--- config.mk ---
export PLATFORM = sky130hd
export DESIGN_NAME = fetch_unit
export DESIGN_NICKNAME = d
export VERILOG_FILES = /design/src/rtl/isa_pkg.sv /design/src/rtl/pc_reg.sv /design/src/rtl/fetch_unit.sv
export SDC_FILE = /design/constraint.sdc
export NUM_CORES = 1
export LEC_CHECK = 0
export CORE_MARGIN = 3
export CORE_UTILIZATION = 48
export DETAILED_ROUTE_END_ITERATION = 12
export MAX_ROUTING_LAYER = met4
export PLACE_DENSITY_LB_ADDON = 0.1
export SLEW_MARGIN = 10
export SYNTH_ARGS = -nofsm -noshare
export SYNTH_HDL_FRONTEND = slang
export SYNTH_SLANG_ARGS = --single-unit
--- constraint.sdc ---
create_clock -name clk -period 2.7 [get_ports clk]
set_input_delay 0.27 -clock clk [delete_from_list [all_inputs] [get_ports clk]]
set_output_delay 0.27 -clock clk [all_outputs]
set_load 0.01 [all_outputs]
--- src/rtl/isa_pkg.sv ---
// Shared ISA constants for the fetch path: opcode fields, pc_sel encodings,
// fetch FSM states and the PC register operations.
package isa_pkg;

  localparam logic [4:0] OPC_NOP = 5'b00000;
  localparam logic [4:0] OPC_LDM = 5'b10011;
  localparam logic [4:0] OPC_INT = 5'b11111;

  localparam logic [1:0] PCSEL_SEQ = 2'b00;
  localparam logic [1:0] PCSEL_JMP = 2'b01;
  localparam logic [1:0] PCSEL_MEM = 2'b10;

  typedef enum logic [1:0] {
    ST_VEC_HI = 2'd0,
    ST_VEC_LO = 2'd1,
    ST_RUN    = 2'd2
  } fetch_state_e;

  typedef enum logic [2:0] {
    PC_HOLD  = 3'd0,
    PC_LOAD  = 3'd1,
    PC_INC   = 3'd2,
    PC_LD_HI = 3'd3,
    PC_LD_LO = 3'd4
  } pc_op_e;

endpackage

--- src/rtl/pc_reg.sv ---
// Program counter: hold, full load, increment (wraps) and the high/low
// half loads used while a vector is being read from instruction memory.
module pc_reg
  import isa_pkg::*;
#(
  parameter int unsigned WIDTH    = 16,
  parameter int unsigned PC_WIDTH = 32
) (
  input  logic                clk,
  input  logic                rst,
  input  pc_op_e              op_i,
  input  logic [PC_WIDTH-1:0] load_val_i,
  input  logic [WIDTH-1:0]    half_i,
  output logic [PC_WIDTH-1:0] pc_o
);

  logic [PC_WIDTH-1:0] pc_q, pc_d;

  always_comb begin
    pc_d = pc_q;
    case (op_i)
      PC_LOAD:  pc_d = load_val_i;
      PC_INC:   pc_d = pc_q + PC_WIDTH'(1);
      PC_LD_HI: pc_d[PC_WIDTH-1 -: WIDTH] = half_i;
      PC_LD_LO: pc_d[WIDTH-1:0] = half_i;
      default:  pc_d = pc_q;
    endcase
  end

  always_ff @(posedge clk) begin
    if (rst) pc_q <= '0;
    else     pc_q <= pc_d;
  end

  assign pc_o = pc_q;

endmodule

--- src/rtl/fetch_unit.sv ---
// Instruction fetch stage: vector loading FSM, LDM immediate tagging,
// interrupt injection and the IF/ID pipeline register.
module fetch_unit
  import isa_pkg::*;
#(
  parameter int unsigned WIDTH        = 16,
  parameter int unsigned PC_WIDTH     = 32,
  parameter int unsigned RST_VEC_ADDR = 0,
  parameter int unsigned INT_VEC_ADDR = 2
) (
  input  logic                clk,
  input  logic                rst,
  output logic [PC_WIDTH-1:0] imem_addr,
  input  logic [WIDTH-1:0]    imem_data,
  input  logic                stall,
  input  logic                flush,
  input  logic                fetch_pc_enable,
  input  logic [1:0]          pc_sel,
  input  logic [PC_WIDTH-1:0] pc_jmp,
  input  logic [PC_WIDTH-1:0] pc_mem,
  input  logic                interrupt,
  output logic [WIDTH-1:0]    instruction,
  output logic                ldm_value,
  output logic [PC_WIDTH-1:0] pc_plus1,
  output logic                int_ack
);

  localparam logic [PC_WIDTH-1:0] RST_VEC  = PC_WIDTH'(RST_VEC_ADDR);
  localparam logic [PC_WIDTH-1:0] INT_VEC  = PC_WIDTH'(INT_VEC_ADDR);
  localparam logic [WIDTH-1:0]    INT_WORD = {OPC_INT, {(WIDTH-5){1'b0}}};

  fetch_state_e        state_q, state_d;
  logic                vec_int_q, vec_int_d;
  logic                ldm_pending_q, ldm_pending_d;
  logic                int_pending_q, int_pending_d;
  logic [WIDTH-1:0]    instr_q, instr_d;
  logic                ldm_q, ldm_d;
  logic [PC_WIDTH-1:0] pcp1_q, pcp1_d;
  logic                int_ack_q, int_ack_d;

  logic [PC_WIDTH-1:0] pc, vec_base, redir_val;
  pc_op_e              pc_op, redir_op;

  pc_reg #(
    .WIDTH   (WIDTH),
    .PC_WIDTH(PC_WIDTH)
  ) u_pc_reg (
    .clk       (clk),
    .rst       (rst),
    .op_i      (pc_op),
    .load_val_i(redir_val),
    .half_i    (imem_data),
    .pc_o      (pc)
  );

  assign vec_base = vec_int_q ? INT_VEC : RST_VEC;

  always_comb begin
    case (state_q)
      ST_VEC_HI: imem_addr = vec_base;
      ST_VEC_LO: imem_addr = vec_base + PC_WIDTH'(1);
      default:   imem_addr = pc;
    endcase
  end

  always_comb begin
    redir_op  = PC_INC;
    redir_val = pc_jmp;
    if (pc_sel == PCSEL_JMP) begin
      redir_op  = PC_LOAD;
      redir_val = pc_jmp;
    end else if (pc_sel == PCSEL_MEM) begin
      redir_op  = PC_LOAD;
      redir_val = pc_mem;
    end
  end

  always_comb begin
    state_d       = state_q;
    vec_int_d     = vec_int_q;
    ldm_pending_d = ldm_pending_q;
    int_pending_d = int_pending_q | interrupt;
    instr_d       = instr_q;
    ldm_d         = ldm_q;
    pcp1_d        = pcp1_q;
    int_ack_d     = 1'b0;
    pc_op         = PC_HOLD;

    if (flush) begin
      instr_d       = '0;
      ldm_d         = 1'b0;
      ldm_pending_d = 1'b0;
      // A flush during vector loading must not corrupt the half loads.
      if (state_q == ST_RUN)        pc_op = redir_op;
      else if (state_q == ST_VEC_HI) begin
        pc_op   = PC_LD_HI;
        state_d = ST_VEC_LO;
      end else begin
        pc_op   = PC_LD_LO;
        state_d = ST_RUN;
      end
    end else if (stall) begin
      pc_op = PC_HOLD;
    end else if (!fetch_pc_enable) begin
      instr_d = '0;
      ldm_d   = 1'b0;
    end else if (state_q == ST_VEC_HI) begin
      instr_d = '0;
      ldm_d   = 1'b0;
      pc_op   = PC_LD_HI;
      state_d = ST_VEC_LO;
    end else if (state_q == ST_VEC_LO) begin
      instr_d = '0;
      ldm_d   = 1'b0;
      pc_op   = PC_LD_LO;
      state_d = ST_RUN;
    end else if (int_pending_q && !ldm_pending_q) begin
      // PC still points at the unfetched word: it is the resume address.
      instr_d       = INT_WORD;
      ldm_d         = 1'b0;
      pcp1_d        = pc;
      int_ack_d     = 1'b1;
      int_pending_d = 1'b0;
      vec_int_d     = 1'b1;
      state_d       = ST_VEC_HI;
    end else begin
      instr_d       = imem_data;
      ldm_d         = ldm_pending_q;
      pcp1_d        = pc + PC_WIDTH'(1);
      ldm_pending_d = !ldm_pending_q && (imem_data[WIDTH-1 -: 5] == OPC_LDM);
      pc_op         = redir_op;
    end
  end

  always_ff @(posedge clk) begin
    if (rst) begin
      state_q       <= ST_VEC_HI;
      vec_int_q     <= 1'b0;
      ldm_pending_q <= 1'b0;
      int_pending_q <= 1'b0;
      instr_q       <= '0;
      ldm_q         <= 1'b0;
      pcp1_q        <= '0;
      int_ack_q     <= 1'b0;
    end else begin
      state_q       <= state_d;
      vec_int_q     <= vec_int_d;
      ldm_pending_q <= ldm_pending_d;
      int_pending_q <= int_pending_d;
      instr_q       <= instr_d;
      ldm_q         <= ldm_d;
      pcp1_q        <= pcp1_d;
      int_ack_q     <= int_ack_d;
    end
  end

  assign instruction = instr_q;
  assign ldm_value   = ldm_q;
  assign pc_plus1    = pcp1_q;
  assign int_ack     = int_ack_q;

endmodule

==> metrics.md <==
| Metric | Value |
|---|---|
| CP cell instances | `or4b_2, and3_1, a2111oi_0, a2111oi_1` |
| Nets | `933` |
| Vias | `6,201` |
| Required time worst endpoint | `2.90 ns` |
| Worst Tran Pin Value | `0.7638 ns` |
| Met2 Use GR | `52.81%` |
| CP max-delay cell | `or4b_2` |
| Gpl congestion | `0.9560` |
| Largest net degree at the start of global routing | `39` |
| Placed insts | `971` |
| Setup TNS | `0 ns` |
| Seq/Total Area, Yosys | `31.34%` |
| CP peak stage delay | `0.82 ns` |
| Antenna violations before repair | `0` |
| Starting Density | `50.16%` |
| Syn nets | `779` |
| CP Capture Type | `flop` |
| Max Buffers Root-to-Sink | `2` |
| Buffers on Ports | `169` |
| Core Region | `11,080 µm²` |
| Period utilization | `90.24%` |
| Crit path launch type | `flop` |
| Largest area contributor in the synthesized netlist | `dfxtp_1` |
| PD cells | `471.3 nW/µm²` |
| Post-cts gate resize count | `0` |
| Leak | `0.002527 µW` |
| Overflow after GRT | `0` |
| CTS HTree Levels | `3` |
| Compound-Gate Fraction of Synth Area | `24.77%` |
| First-pass GRT wire length | `32.08 mm` |
| Drt drc | `0` |
| Antenna Violating Nets Remaining | `0` |
| HP Class | `flop to flop` |
| Fin cells | `987` |
| Clk sinks | `87` |
| Skew final | `0.008912 ns` |
| CP delay by family, top | `simple AND/OR/NAND/NOR gates` |
| Top-area cell type share of the netlist area | `31.34%` |
| Max-cap viol count | `0` |
| Wire length per cell | `20.72 µm` |
| Total Routed Length | `20.46 mm` |
| Detailed Place HPWL | `15.40 mm` |
| Post CTS Setup Buffer Count | `0` |
| Fin. Hold Viols | `0` |
| Io pins | `170` |
| Total GRT Usage | `32.37%` |
| Mux contribution to synthesized area | `6.485%` |
| Synth Area per Inst | `8.076 µm²` |
| Peak VDD IR | `0.3782 mV` |
| Root Driver | `clkbuf_16` |
| Met1 Resource Use GR | `41.13%` |
| Row count | `38` |
| Commonest non-fill, non-tap cell in the layout | `clkdlybuf4s50_1` |
| Simple-gate share of the synthesized area | `23.94%` |
| Synth unique cells | `72` |
| Yosys warning total | `0` |
| Adder-cell share of the synthesized area | `0.6755%` |
| Crit path max fanout | `14` |
| Chip height | `113.6 µm` |
| Slew Limit Headroom | `48.89%` |
| CTS hold repair buffers | `0` |
| TritonCTS clock tree | `done` |
| Largest family of logic cells by synthesized area | `compound AO/OA/AOI/OAI gates` |
| Ant diodes | `0` |
| WS Path Type | `flop to flop` |
| Final min period | `2.436 ns` |
| Synth area leaders | `dfxtp_1 (31%), nor2_1 (6.7%), a211oi_1 (5.0%)` |
| Status | `complete, no violations` |
| Via density per instance | `6.283` |
| DRT Pass-1 Iters | `5` |
| Slew Limit Fails | `0` |
| DRT iter0 DRCs | `614` |
| Most frequent cells in the layout | `clkdlybuf4s50_1 (168), nor2_1 (99), dfxtp_1 (86)` |
| Async set-reset flop share out of synthesis | `0%` |
| Top_reg_cell synth | `dfxtp_1` |
| Die width | `113.6 µm` |
| Synthesis-to-layout area growth | `38.62%` |
| CP arrival | `2.63 ns` |
| Mapped Area | `5557 µm²` |
| Via count of the first global-routing pass | `6,100` |
| RSZ-0062 raised after global routing | `false` |
| Power, Total | `3630 µW` |
| F_max | `0.4104 GHz` |
| WHS | `0.4642 ns` |
| Endpoints failing setup | `0` |
| CTS clock-pin slew for the worst setup and hold paths | `0.07 ns` |
| Full die area | `12,900 µm²` |
| Layout cell share with drive strength beyond 1 | `10.86%` |
| M3 GR Usage | `4.191%` |
| Worst Path Buf+Inv | `0` |
| XOR/XNOR Fraction of Synth Area | `4.571%` |
| Worst-Skew Late Latency | `0.35 ns` |
| Synth Instances | `688` |
| Inserted Clock Buffers | `9` |
| EDFF count, synth | `0` |
| Yosys reg bits | `87` |
| Global route hottest layer | `met2` |
## worst paths after layout
| check | startpoint | endpoint | slack, ns | cells past startpoint |
|---|---|---|---|---|
| setup / recovery | state_q[0] | u_pc_reg.pc_o[29] | 0.26 | 4 |
| setup reg to reg | state_q[0] | u_pc_reg.pc_o[29] | 0.26 | 4 |
| hold reg to reg | pc_plus1[0] | pc_plus1[0] | 0.46 | 2 |
| hold / removal | pc_plus1[0] | pc_plus1[0] | 0.46 | 2 |
## state kept, by name, indices dropped and copies added, names as in the netlist
signal / count
int_ack: 1
ldm_value: 1
vec_int_q: 1
int_pending_q: 1
pc_plus1: 32
state_q: 2
u_pc_reg.pc_o: 32
instruction: 16
ldm_pending_q: 1
## final cells by class
type / count / area (µm²)
fill: 894 / 3376
clock buffer: 10 / 239.0
clock inverter: 6 / 92.59
inverter: 23 / 86.33
sequential: 87 / 1743
tap: 140 / 175.2
multi-input combinational: 515 / 3377
timing repair buffer: 206 / 1989
## worst register-to-register path, delay by kind of cell, from the launching register on
kind	cells	cell delay (ns)
compound gates	2	0.61
flops	1	0.43
simple gates	2	1.25
## cell families after synthesis
logic type	count (synthesis)
buf+inv	86
fa+ha+maj	3
simple gates	254
compound gates	195
flops	87
mux	34
xor+xnor	29
## power by group
group	internal, µW	switching (µW)	total [µW]
registers	1340	98.1	1440
clock network	842	563	1400
logic	373	410	784
total	2560	1070	3630
## cells in the mapped netlist (9+ instances only)
| library cell | count |
|---|---|
| a221oi_1 | 9 |
| nor3_1 | 30 |
| xnor2_1 | 23 |
| nand4_1 | 12 |
| nor2_1 | 99 |
| inv_1 | 23 |
| nand2_1 | 21 |
| o21ai_0 | 23 |
| a22oi_1 | 16 |
| clkbuf_1 | 40 |
| nand3_1 | 23 |
| and2_1 | 13 |
| o32ai_1 | 17 |
| a21oi_1 | 42 |
| mux2_2 | 16 |
| mux2i_1 | 18 |
| a211oi_1 | 37 |
| dfxtp_1 | 87 |
## metal layers
layer  part of all wire (%)  up-vias
li1                       -     2855
met1                     41     2953
met3                    8.3       49
met2                     48      344
met5                      0        -
met4                    2.8        0
## through the flow
stage,cell area [µm²],utilization (%),worst slack (ns)
finish,7702,69.53,0.2636
global route,7702,69.53,0.09067
CTS,7701,69.52,0.07223
detailed placement,7370,66.52,0.02578
global placement,7370,66.52,0.1644
floorplan,5557,-,0.5931
(Power assumes the default switching activity.)
